--- src/rtl/dro_sched_pkg.sv ---
// dro_sched_pkg: shared op encoding, FSM states and counter sizing for the DRO access scheduler
//   OP_WRITE / OP_READ : per-requester op encoding on req_op
//   state_t            : scheduler FSM states
//   cnt_w()            : bits needed to hold values 0..max_val (at least 1)
package dro_sched_pkg;
    localparam logic OP_WRITE = 1'b0;
    localparam logic OP_READ  = 1'b1;

    typedef enum logic [1:0] {ST_IDLE, ST_WR, ST_RD_CLK, ST_RD_WAIT} state_t;

    function automatic int cnt_w(input int max_val);
        return (max_val < 2) ? 1 : $clog2(max_val + 1);
    endfunction
endpackage

--- src/rtl/dro_rr_arb.sv ---
// dro_rr_arb: combinational round-robin pick of the first request at/after a pointer
//   req : candidate mask (already qualified by valid and eligibility)
//   ptr : index searched first
//   gnt : one-hot winner, idx : winner index, any : a winner exists
module dro_rr_arb #(
    parameter int N  = 2,
    parameter int IW = $clog2(N)
) (
    input  logic [N-1:0]  req,
    input  logic [IW-1:0] ptr,
    output logic [N-1:0]  gnt,
    output logic [IW-1:0] idx,
    output logic          any
);
    logic [IW-1:0] j;

    always_comb begin
        gnt = '0;
        idx = '0;
        any = 1'b0;
        j   = '0;
        for (int i = 0; i < N; i++) begin
            j = IW'((int'(ptr) + i) % N);
            if (!any && req[j]) begin
                any    = 1'b1;
                idx    = j;
                gnt[j] = 1'b1;
            end
        end
    end
endmodule

--- src/rtl/dro_access_sched.sv ---
// dro_access_sched: round-robin scheduler sharing one DRO cell among N_REQ requesters
//   clk, rst                   : clock, synchronous active-high reset
//   req_valid/req_op/req_bit   : per-requester request, op (0=WRITE,1=READ), write data
//   gnt                        : one-hot 1-cycle grant
//   rsp_valid/rsp_bit          : one-hot 1-cycle completion, READ result
//   d_pulse/clk_pulse          : 1-cycle pulses to DRO d / clk
//   dro_out                    : DRO output pulse
//   busy                       : op in flight
//   viol/viol_cnt              : stray dro_out flag and saturating count
module dro_access_sched
    import dro_sched_pkg::*;
#(
    parameter int N_REQ     = 2,
    parameter int SETUP_CYC = 3,
    parameter int HOLD_CYC  = 2,
    parameter int OUT_LAT   = 2
) (
    input  logic             clk,
    input  logic             rst,
    input  logic [N_REQ-1:0] req_valid,
    input  logic [N_REQ-1:0] req_op,
    input  logic [N_REQ-1:0] req_bit,
    output logic [N_REQ-1:0] gnt,
    output logic [N_REQ-1:0] rsp_valid,
    output logic             rsp_bit,
    output logic             d_pulse,
    output logic             clk_pulse,
    input  logic             dro_out,
    output logic             busy,
    output logic             viol,
    output logic [7:0]       viol_cnt
);
    localparam int CMAX = (SETUP_CYC > HOLD_CYC) ? SETUP_CYC : HOLD_CYC;
    localparam int CW   = cnt_w(CMAX);
    localparam int IW   = $clog2(N_REQ);
    localparam int LW   = cnt_w(OUT_LAT - 1);

    state_t          state, state_n;
    logic [IW-1:0]   ptr, cur_idx, arb_idx;
    logic            cur_bit, arb_any, last_wait, stray, seen;
    logic [N_REQ-1:0] elig, arb_req;
    logic [CW-1:0]   since_d, since_clk;
    logic [LW-1:0]   wait_cnt;

    // A requester competes only when its op would not break the pulse spacing.
    always_comb begin
        elig = '0;
        for (int i = 0; i < N_REQ; i++)
            elig[i] = req_valid[i] && ((req_op[i] == OP_READ) ? (since_d >= CW'(SETUP_CYC))
                                                              : (since_clk >= CW'(HOLD_CYC)));
    end

    assign arb_req = (state == ST_IDLE && !rst) ? elig : '0;

    dro_rr_arb #(.N(N_REQ), .IW(IW)) u_arb (
        .req (arb_req),
        .ptr (ptr),
        .gnt (gnt),
        .idx (arb_idx),
        .any (arb_any)
    );

    assign last_wait = (state == ST_RD_WAIT) && (wait_cnt == LW'(OUT_LAT - 1));
    // Anything on dro_out outside the post-clk sample window is a violation.
    assign stray     = dro_out && (state != ST_RD_WAIT);

    always_comb begin
        state_n   = state;
        d_pulse   = 1'b0;
        clk_pulse = 1'b0;
        busy      = 1'b0;
        rsp_valid = '0;
        rsp_bit   = 1'b0;
        case (state)
            ST_IDLE:    state_n = arb_any ? ((req_op[arb_idx] == OP_READ) ? ST_RD_CLK : ST_WR) : ST_IDLE;
            ST_WR:      state_n = ST_IDLE;
            ST_RD_CLK:  state_n = ST_RD_WAIT;
            ST_RD_WAIT: state_n = last_wait ? ST_IDLE : ST_RD_WAIT;
            default:    state_n = ST_IDLE;
        endcase
        d_pulse   = (state == ST_WR) && cur_bit;
        clk_pulse = (state == ST_RD_CLK);
        busy      = (state != ST_IDLE);
        rsp_valid = ((state == ST_WR) || last_wait) ? (N_REQ'(1) << cur_idx) : '0;
        // The last window cycle counts too, so fold in the live dro_out.
        rsp_bit   = last_wait && (seen || dro_out);
    end

    always_ff @(posedge clk) begin
        if (rst) begin
            state     <= ST_IDLE;
            ptr       <= '0;
            cur_idx   <= '0;
            cur_bit   <= 1'b0;
            since_d   <= CW'(CMAX);
            since_clk <= CW'(CMAX);
            wait_cnt  <= '0;
            seen      <= 1'b0;
            viol      <= 1'b0;
            viol_cnt  <= '0;
        end else begin
            state <= state_n;
            if (arb_any) begin
                cur_idx <= arb_idx;
                cur_bit <= req_bit[arb_idx];
                ptr     <= (arb_idx == IW'(N_REQ - 1)) ? '0 : arb_idx + 1'b1;
            end
            since_d   <= d_pulse ? CW'(1) : ((since_d == CW'(CMAX)) ? since_d : since_d + 1'b1);
            since_clk <= clk_pulse ? CW'(1) : ((since_clk == CW'(CMAX)) ? since_clk : since_clk + 1'b1);
            wait_cnt  <= (state == ST_RD_WAIT) ? wait_cnt + 1'b1 : '0;
            seen      <= (state == ST_RD_WAIT) && (seen || dro_out);
            viol      <= stray;
            viol_cnt  <= viol_cnt + {7'd0, stray && (viol_cnt != 8'hFF)};
        end
    end
endmodule

--- config.mk ---
export PLATFORM = sky130hd
export DESIGN_NAME = dro_access_sched
export DESIGN_NICKNAME = d
export VERILOG_FILES = /design/src/rtl/dro_sched_pkg.sv /design/src/rtl/dro_rr_arb.sv /design/src/rtl/dro_access_sched.sv
export SDC_FILE = /design/constraint.sdc
export NUM_CORES = 1
export LEC_CHECK = 0
export BUFFER_PORTS_ARGS = -buffer_cell sky130_fd_sc_hd__buf_2
export CAP_MARGIN = 10
export CORE_MARGIN = 1.5
export CORE_UTILIZATION = 40
export DETAILED_ROUTE_END_ITERATION = 10
export MAX_ROUTING_LAYER = met4
export PLACE_DENSITY = 0.69
export SLEW_MARGIN = 5
export SYNTH_ARGS = -nofsm -noshare
export SYNTH_HDL_FRONTEND = slang
export SYNTH_SLANG_ARGS = --single-unit
--- constraint.sdc ---
create_clock -name clk -period 5.2 [get_ports clk]
set_clock_uncertainty 0.2 [all_clocks]
set_input_delay 0.26 -clock clk [delete_from_list [all_inputs] [get_ports clk]]
set_output_delay 0.26 -clock clk [all_outputs]
set_load 0.02 [all_outputs]
# After elaboration in Yosys (flattened, before gate mapping)
# Cells that the tools add are included.
# W data, S select, Z words.
dict set report totals {
  inputBits 9
  regBits 20
  elab_cells 89
  output_inout_bits 17
}
dict set report classes {
  add_sub_neg 6
  shifts 1
  n_reduce_logical 21
  bitwise_logic 2
  mux 31
  n_eq_ne 9
  order_cmp 7
}
# operator n
set ops {}
lappend ops {{$mux W2} 11}
lappend ops {{$mux W1} 17}
lappend ops {{$logic_and A1 B1 Y1} 12}
lappend ops {{$add A8 B1 Y8} 1}
lappend ops {{$eq A2 B2 Y1 const B} 4}
lappend ops {{$ne A8 B8 Y1 const B} 1}
lappend ops {{$pmux W2 S4} 1}
lappend ops {{$lt A1 B2 Y1 const B} 3}
lappend ops {{$ne A2 B2 Y1 const B} 3}
lappend ops {{$reduce_or A2 Y1} 3}
lappend ops {{$add A2 B1 Y2 const B} 2}
lappend ops {{$ge A2 B2 Y1 const B} 2}
lappend ops {{$add A1 B1 Y1 const B} 3}
lappend ops {{$demux W1 S1} 2}
lappend ops {{$eq A2 B1 Y1 const B} 1}
lappend ops {{$ge A1 B1 Y1 const B} 2}
lappend ops {{$logic_not A1 Y1} 2}
lappend ops {{$logic_not A2 Y1} 1}
lappend ops {{$logic_or A1 B1 Y1} 2}
lappend ops {{$or A2 B2 Y2} 1}
lappend ops {{$reduce_bool A2 Y1} 1}
lappend ops {{$shl A1 B1 Y2 const A} 1}
lappend ops {{$not A1 Y1} 1}

# Depth between registers and ports, before layout
# Gate-level depths: netlist (run 1).
dict set report logic_depth {
  depth_word 15
  depth_mapped 9
  ltp_nobuf 9
}

# Cells and area by module
# Synthesis (run 1) repeated with hierarchy kept, for this count alone.
dict set report unflattened {
  cells_unflattened 107
  hier_area_um2 960.9
}
# mod area_per_inst_um2 n_inst cells_each seq_area_each_um2
set modules_own_cells {}
lappend modules_own_cells {dro_access_sched 928.4 1 102 400.4}
lappend modules_own_cells {dro_rr_arb 32.5 1 5 0.0}

# Worst setup path before layout (run 1)
# No wires, ideal clock.
dict set report synth_timing {
  kind {register to register}
  start {register since_clk[0]}
  end {register state[1]}
  period_less_slack_ps 2054
  setup_slack_ps 3146
  path_buffers 0
  arrival_time_ps 1795
  setup_ps 59
  path_stages_with_launch 6
  required_time_ps 4941
  path_cell_list {dfxtp_1 > inv_1 > ha_1 > o311a_2 > a2111oi_4 > a221o_2}
}
dict set report synth_via {
  elab_chain_cells 15
  word_cells_on_any_way 21
  classes_between {order compare: 1; mux: 16; reduce/logical: 4}
}
# item line_no
set synth_lines {}
lappend synth_lines {{start, declared} dro_access_sched.sv:42} ;# logic [CW-1:0] since_d, since_clk;
lappend synth_lines {{start signal, assigned} dro_access_sched.sv:96} ;# since_clk <= CW'(CMAX);
lappend synth_lines {{start signal, assigned} dro_access_sched.sv:109} ;# since_clk <= clk_pulse ? CW'(1) : ((since_clk == CW'(CMAX)) ? since_clk : since_clk + 1'b1);
lappend synth_lines {{$ge A2 B2 Y1 *} dro_access_sched.sv:50} ;# : (since_clk >= CW'(HOLD_CYC)));
lappend synth_lines {{$mux W1} dro_access_sched.sv:49} ;# elig[i] = req_valid[i] && ((req_op[i] == OP_READ) ? (since_d >= CW'(SETUP_CYC))
lappend synth_lines {{$logic_and A1 B1 Y1} dro_access_sched.sv:49}
lappend synth_lines {{$mux W2 *} dro_access_sched.sv:53} ;# assign arb_req = (state == ST_IDLE && !rst) ? elig : '0;
lappend synth_lines {{$mux W1 (implied by the code) (2 in series)} dro_rr_arb.sv:24} ;# if (!any && req[j]) begin
lappend synth_lines {{$mux W1} dro_rr_arb.sv:24}
lappend synth_lines {{$logic_not A1 Y1} dro_rr_arb.sv:24}
lappend synth_lines {{$logic_and A1 B1 Y1} dro_rr_arb.sv:24}
lappend synth_lines {{$mux W1} dro_rr_arb.sv:24}
lappend synth_lines {{$mux W1 (implied by the code) (2 in series)} dro_access_sched.sv:75} ;# ST_IDLE: state_n = arb_any ? ((req_op[arb_idx] == OP_READ) ? ST_RD_CLK : ST_WR) : ST_IDLE;
lappend synth_lines {{$mux W2} dro_access_sched.sv:75}
lappend synth_lines {{$mux W2 *} dro_access_sched.sv:75}
lappend synth_lines {{$pmux W2 S4 *} dro_access_sched.sv:74} ;# case (state)
lappend synth_lines {{end signal, assigned} dro_access_sched.sv:102} ;# state <= state_n;
lappend synth_lines {{end, declared} dro_access_sched.sv:38} ;# state_t state, state_n;
# Mark *: on every way between the ends. The rest lies on a longest branch, timed or not. The select of a mux whose other input is x is not followed.
# A chain may end at the register's enable or synchronous reset.

# Final worst setup path (run 1)
dict set report layout_timing {
  start {register since_clk[0]}
  end {output gnt[1]}
}
dict set report layout_via {
  elab_chain_cells 10
  word_cells_on_any_way 16
  classes_between {order compare: 1; mux: 10; bitwise: 1; reduce/logical: 4}
}
# item line_no
set layout_lines {}
lappend layout_lines {{$ge A2 B2 Y1 *} dro_access_sched.sv:50}
lappend layout_lines {{$mux W1} dro_access_sched.sv:49}
lappend layout_lines {{$logic_and A1 B1 Y1} dro_access_sched.sv:49}
lappend layout_lines {{$mux W2 *} dro_access_sched.sv:53}
lappend layout_lines {{$mux W1 (implied by the code) (2 in series)} dro_rr_arb.sv:24}
lappend layout_lines {{$mux W1} dro_rr_arb.sv:24}
lappend layout_lines {{$logic_not A1 Y1} dro_rr_arb.sv:24}
lappend layout_lines {{$logic_and A1 B1 Y1} dro_rr_arb.sv:24}
lappend layout_lines {{$mux W2 *} dro_rr_arb.sv:24}
lappend layout_lines {{end, declared} dro_access_sched.sv:23} ;# output logic [N_REQ-1:0] gnt,
# Marked as above.

==> results of run 1 <==
## cell usage after synthesis (2+ instances only)
library cell | n | area share [%]
clkbuf_1 | 2 | 0.81
nand2_1 | 4 | 1.6
dfxtp_1 | 20 | 43
o21bai_1 | 2 | 1.6
xor2_1 | 3 | 2.8
o21ai_0 | 6 | 3.2
xnor2_1 | 3 | 2.8
or3_1 | 5 | 3.4
a21oi_1 | 6 | 3.2
inv_1 | 6 | 2.4
nor2b_1 | 2 | 1.3
and3_1 | 2 | 1.3
nand3_1 | 3 | 1.6
nor2_1 | 14 | 5.6
ha_1 | 5 | 6.7
## metal layers
layer / wire length (µm) / part of all wire (%) / vias to the layer above / GRT usage (%)
li1: - / - / 409 / -
met1: 842 / 45 / 386 / 21.1
met2: 908 / 48 / 21 / 26.0
met3: 98 / 5.2 / 4 / 4.09
met4: 36 / 1.9 / 0 / 9.21
met5: 0 / 0 / - / -
## worst max-delay path by stage
stage | endpoint | depth (start not counted) | slack, ns | start
floorplan | state[1] | 5 | 3.15 | since_clk[0]
global placement | gnt[1] | 8 | 3.03 | since_clk[0]
detailed placement | gnt[1] | 8 | 2.98 | since_clk[0]
CTS | gnt[1] | 8 | 2.64 | since_clk[0]
global route | gnt[1] | 8 | 2.53 | since_clk[0]
finish | gnt[1] | 8 | 2.65 | since_clk[0]
## logic make-up (layout without fill, tap and decap cells)
group | after synthesis | in the layout | share of synthesized area [%]
simple gates | 38 | 38 | 21.9
mux | 1 | 1 | 1.08
fa+ha+maj | 5 | 5 | 6.72
xor+xnor | 6 | 6 | 5.65
buf+inv | 9 | 37 | 3.63
flops | 20 | 20 | 43.0
compound gates | 22 | 22 | 18.0
## state kept, by name, summed over array words and instances, names as in the netlist
signal	flops
since_d	2
wait_cnt	1
cur_bit	1
since_clk	2
state	2
cur_idx	1
seen	1
ptr	1
viol_cnt	8
viol	1
## worst register-to-register path, cell delays in order (launching register included)
cell and delay [ns]:
dfxtp_1 0.38, inv_1 0.06, ha_1 0.20, or3_1 0.38, nand3_2 0.14, o21ai_2 0.06
or3_4 0.35, inv_2 0.08, a221o_1 0.12, dlygate4sd3_1 0.54
## final cells by class
| class | count | area, µm² | share of cell area (%) |
|---|---|---|---|
| Sequential cell | 20 | 400 | 35.6 |
| Multi-Input combinational cell | 72 | 497 | 44.1 |
| Inverter | 7 | 26.3 | 2.33 |
| Timing Repair Buffer | 27 | 145 | 12.9 |
| Tap cell | 28 | 35.0 | 3.11 |
| Clock buffer | 3 | 22.5 | 2.00 |
## power by group through the flow
stage / combinational [mW] / sequential (mW) / clock (mW)
global route: 0.233 / 0.221 / 0.0834
finish: 0.207 / 0.216 / 0.0714
global placement: 0.198 / 0.216 / 0
CTS: 0.209 / 0.216 / 0.0744
detailed placement: 0.204 / 0.219 / 0
floorplan: 0.155 / 0.216 / 0
## layout by cell type (no fill, tap or decap), drive strengths merged, types with 2 or more instances in the layout
cell type / n
ha: 5
nand2: 4
xor2: 3
and3: 3
or3: 6
or2b: 2
inv: 7
nor2b: 2
dlygate4sd3: 2
nor2: 14
xnor2: 3
clkbuf: 3
a21oi: 6
dfxtp: 20
nand3: 4
o21bai: 2
o21ai: 7
buf: 25
a221o: 2
## per-stage QoR
stage                     power (mW)  util, %  hold WS (ns)
after floorplan                0.372        -         0.171
after detailed placement       0.423     49.0         0.276
after global placement         0.415     49.0         0.255
final                          0.495     50.9        0.0234
after global routing           0.537     50.9       0.00309
after CTS                      0.499     50.9        0.0201
## what timing repair did
item                                   CTS  global route
endpoints found under the hold margin    1             0
buffers inserted                         0             0
hold buffers                             2             0
==> flow_summary.ini, run 1 <==
[status]
status = completed

[cells_and_area]
fill_cells = 235
drive_gt1_share_pct = 28.7
layout.nets = 145
area_growth_syn_to_layout_pct = 21.0
antenna_cells = 0
final_area_um2 = 1130
final_cells = 157

[worst_hold_path]
worstHoldStart = req_op[1]
hp-class = primary input to flop
hold_end = state[0]
whs_path_depth = 2

[cts]
clk_latency_ns = 0.29
cts_tree = done
clock_path_buffers = 2
clkTransAtPathRegs_ns = 0.11
cts_inserted_buffers = 3
ctsResizeCount = 0
cts_root_buf = clkbuf_4
htree_levels = 1
clock_sinks = 20

[setup_path]
critPathTopFamily = simple AND/OR/NAND/NOR gates
path_max_fanout = 3
crit_path_start_kind = flop
cp_num_buf_inv = 3
r2r-start = since_clk[0]
worst-r2r-setup-slack_ns = 2.65
r2r_cells = 9
end_kind = output pin
crit_chain = inv_1 -> ha_1 -> or3_1 -> nand3_2 -> o21ai_2 -> or3_4 -> inv_2 -> buf_2
crit_type = flop to output pin
reg2reg_to = cur_bit
required_ns = 4.74
critPathArrivalTime_ns = 2.09
crit_slowest_cell = dfxtp_1
critical_path.max_stage_delay_ns = 0.38

[timing]
finalCritPeriodShare_pct = 49.1
drv_slew = 0
setup_tns_ns = 0
tightest_slew_ns = 0.388
setup_violations = 0
hold_viol = 0
fin_ws_ns = 2.65
fmax_mhz = 392
rsz0062_at_grt = false
period_needed_ns = 2.55
maxSlewHeadroom_pct = 74.1

[route]
drtIter0Drc = 16
postRouteWirelength_um = 1890
wl_per_cell_um = 12.0
drc = 0
ant_nets = 0
dr_total_vias = 820
vias_per_cell = 5.22
drtPass1Iterations = 4

[synth]
synth_edf_count = 0
ys_ff_latch = 20
seq_area_frac_synth_pct = 43.0
synthCells = 101
synth_fp_nets = 115
yosys_warnings = 0
synth_area_um2 = 931
synthArstFlopShare_pct = 0
ys_types = 33
synth_ff_type = dfxtp_1
syn_area_per_cell_um2 = 9.22

[placed_design]
dp_worst_setup_slack_ns = 2.98
dpl_cell_area_um2 = 1080
gp_congestion = 0.840
portBuffers = 25
dp_hpwl_um = 1430
dp.cells = 152

[grt]
antenna_found_initial = 0
grt_usage_pct = 17.1
grt_max_degree = 22
grt_pass1_vias = 742
grt_pass1_wl_um = 3270
overflow = 0

[power]
switching_share_pct = 38.3
clkPwrFrac_pct = 14.4
vdd_drop_max_mv = 0.201
powerDensity_nw_per_um2 = 439
seqPwrFrac_pct = 43.6
p_int_mw = 0.305
pwr-share-comb_pct = 41.9
leakagePower_nw = 0.523
switchingPower_mw = 0.189

[die]
row_count = 17
start_util_pct = 42.1
core_um2 = 2210
die_x_um = 51.2
ios = 26
die_y_um = 51.2
dieArea_um2 = 2630

[run]
drv_cap = 0
No activity file was read; power rests on OpenSTA's default activity.
==> inputs of run 2 (changes only) <==
- clock period: 5.2 -> 2.6 ns (I/O delays scaled with it)
==> flow_summary.ini, run 2 (same netlist as run 1, synthesis figures left out) <==
[status]
status = completed

[cts]
htree_levels = 1
clock_path_buffers = 2
clkTransAtPathRegs_ns = 0.11
cts_inserted_buffers = 3
clk_latency_ns = 0.29
clock_sinks = 20
cts_tree = done
cts_root_buf = clkbuf_4

[placed_design]
dp_worst_setup_slack_ns = 0.500
gp_congestion = 0.842
dp_hpwl_um = 1390
portBuffers = 25
dpl_cell_area_um2 = 1080
dp.cells = 152

[power]
leakagePower_nw = 0.547
p_total_mw = 1.02
powerDensity_nw_per_um2 = 863
vdd_drop_max_mv = 0.402

[grt]
grt_usage_pct = 16.4
overflow = 0
grt_pass1_wl_um = 3200
grt_pass1_vias = 739
antenna_found_initial = 0
grt_max_degree = 22

[die]
die_y_um = 51.2
core_um2 = 2210
start_util_pct = 42.1
dieArea_um2 = 2630
row_count = 17
ios = 26
die_x_um = 51.2

[route]
wl_per_cell_um = 11.6
postRouteWirelength_um = 1890
ant_nets = 0
drtPass1Iterations = 4
vias_per_cell = 5.03
drtIter0Drc = 14
drc = 0
dr_total_vias = 815

[timing]
period_needed_ns = 2.52
setup_violations = 0
fin_ws_ns = 0.0783
maxSlewHeadroom_pct = 74.5
rsz0062_at_grt = false
setup_tns_ns = 0
hold_viol = 0
tightest_slew_ns = 0.383
holdWs_ns = 0.0227
fmax_mhz = 397
drv_slew = 0
finalCritPeriodShare_pct = 97.0

[setup_path]
critPathArrivalTime_ns = 2.57
end_kind = flop
critPathTopFamily = simple AND/OR/NAND/NOR gates
required_ns = 2.65
cp_num_buf_inv = 3
crit_chain = inv_1 -> ha_1 -> or3_1 -> nand3_4 -> o21ai_2 -> or3_4 -> inv_2 -> a221o_1 -> dlygate4sd3_1
path_max_fanout = 3
critical_path.max_stage_delay_ns = 0.54
crit_type = flop to flop
crit_path_start_kind = flop
crit_slowest_cell = dlygate4sd3_1

[cells_and_area]
final_cells = 162
layout.nets = 150
final_util_pct = 53.5
final_area_um2 = 1180
final_common_cell = buf_2
largest_register_ffs = 8
layout_common_cells = buf_2, dfxtp_1, nor2_1
antenna_cells = 0
regMostFlops = viol_cnt
drive_gt1_share_pct = 29.1
area_growth_syn_to_layout_pct = 27.0

[worst_hold_path]
hp-class = primary input to flop

[run]
drv_cap = 0
## run 2: changes by cell type in the layout (fill, tap and decap cells not counted), sizes merged
| cell | change |
|---|---|
| dlygate4sd3 | +4 |
| buf | +1 |
## run 2: area by class of cell
cell class	count	area [µm²]
well taps	28	35.0
clock buffers	3	22.5
inverters	7	26.3
flip-flops and latches	20	402
multi-input cells	72	504
fillers	215	1030
repair buffers	32	193
## run 2: repair_timing
item / CTS / global route
endpoints found under the hold margin: 5 / 0
hold buffers: 6 / 0
setup endpoints to repair: 0 / 2
gates resized for setup: 0 / 2
buffers inserted: 0 / 1
## run 2: metal layers
layer / wire (µm) / track usage (%) / vias up
met1: 950 / 20.9 / 373
met5: 0 / - / -
met2: 844 / 25.8 / 18
met4: 14 / 6.58 / 0
met3: 77 / 2.92 / 2
li1: - / - / 422
## run 2: final timing paths
path | end | from | depth (start not counted) | slack [ns]
worst max-delay path | cur_bit | since_clk[0] | 9 | 0.08
worst min-delay path | seen | rst | 2 | 0.02
worst max register to register | cur_bit | since_clk[0] | 9 | 0.08
worst min register to register | wait_cnt | wait_cnt | 1 | 0.29
## run 2: power breakdown
part	internal, mW	switching (mW)	total, mW
clock network	0.0539	0.0914	0.145
logic	0.208	0.235	0.444
registers	0.372	0.0586	0.431
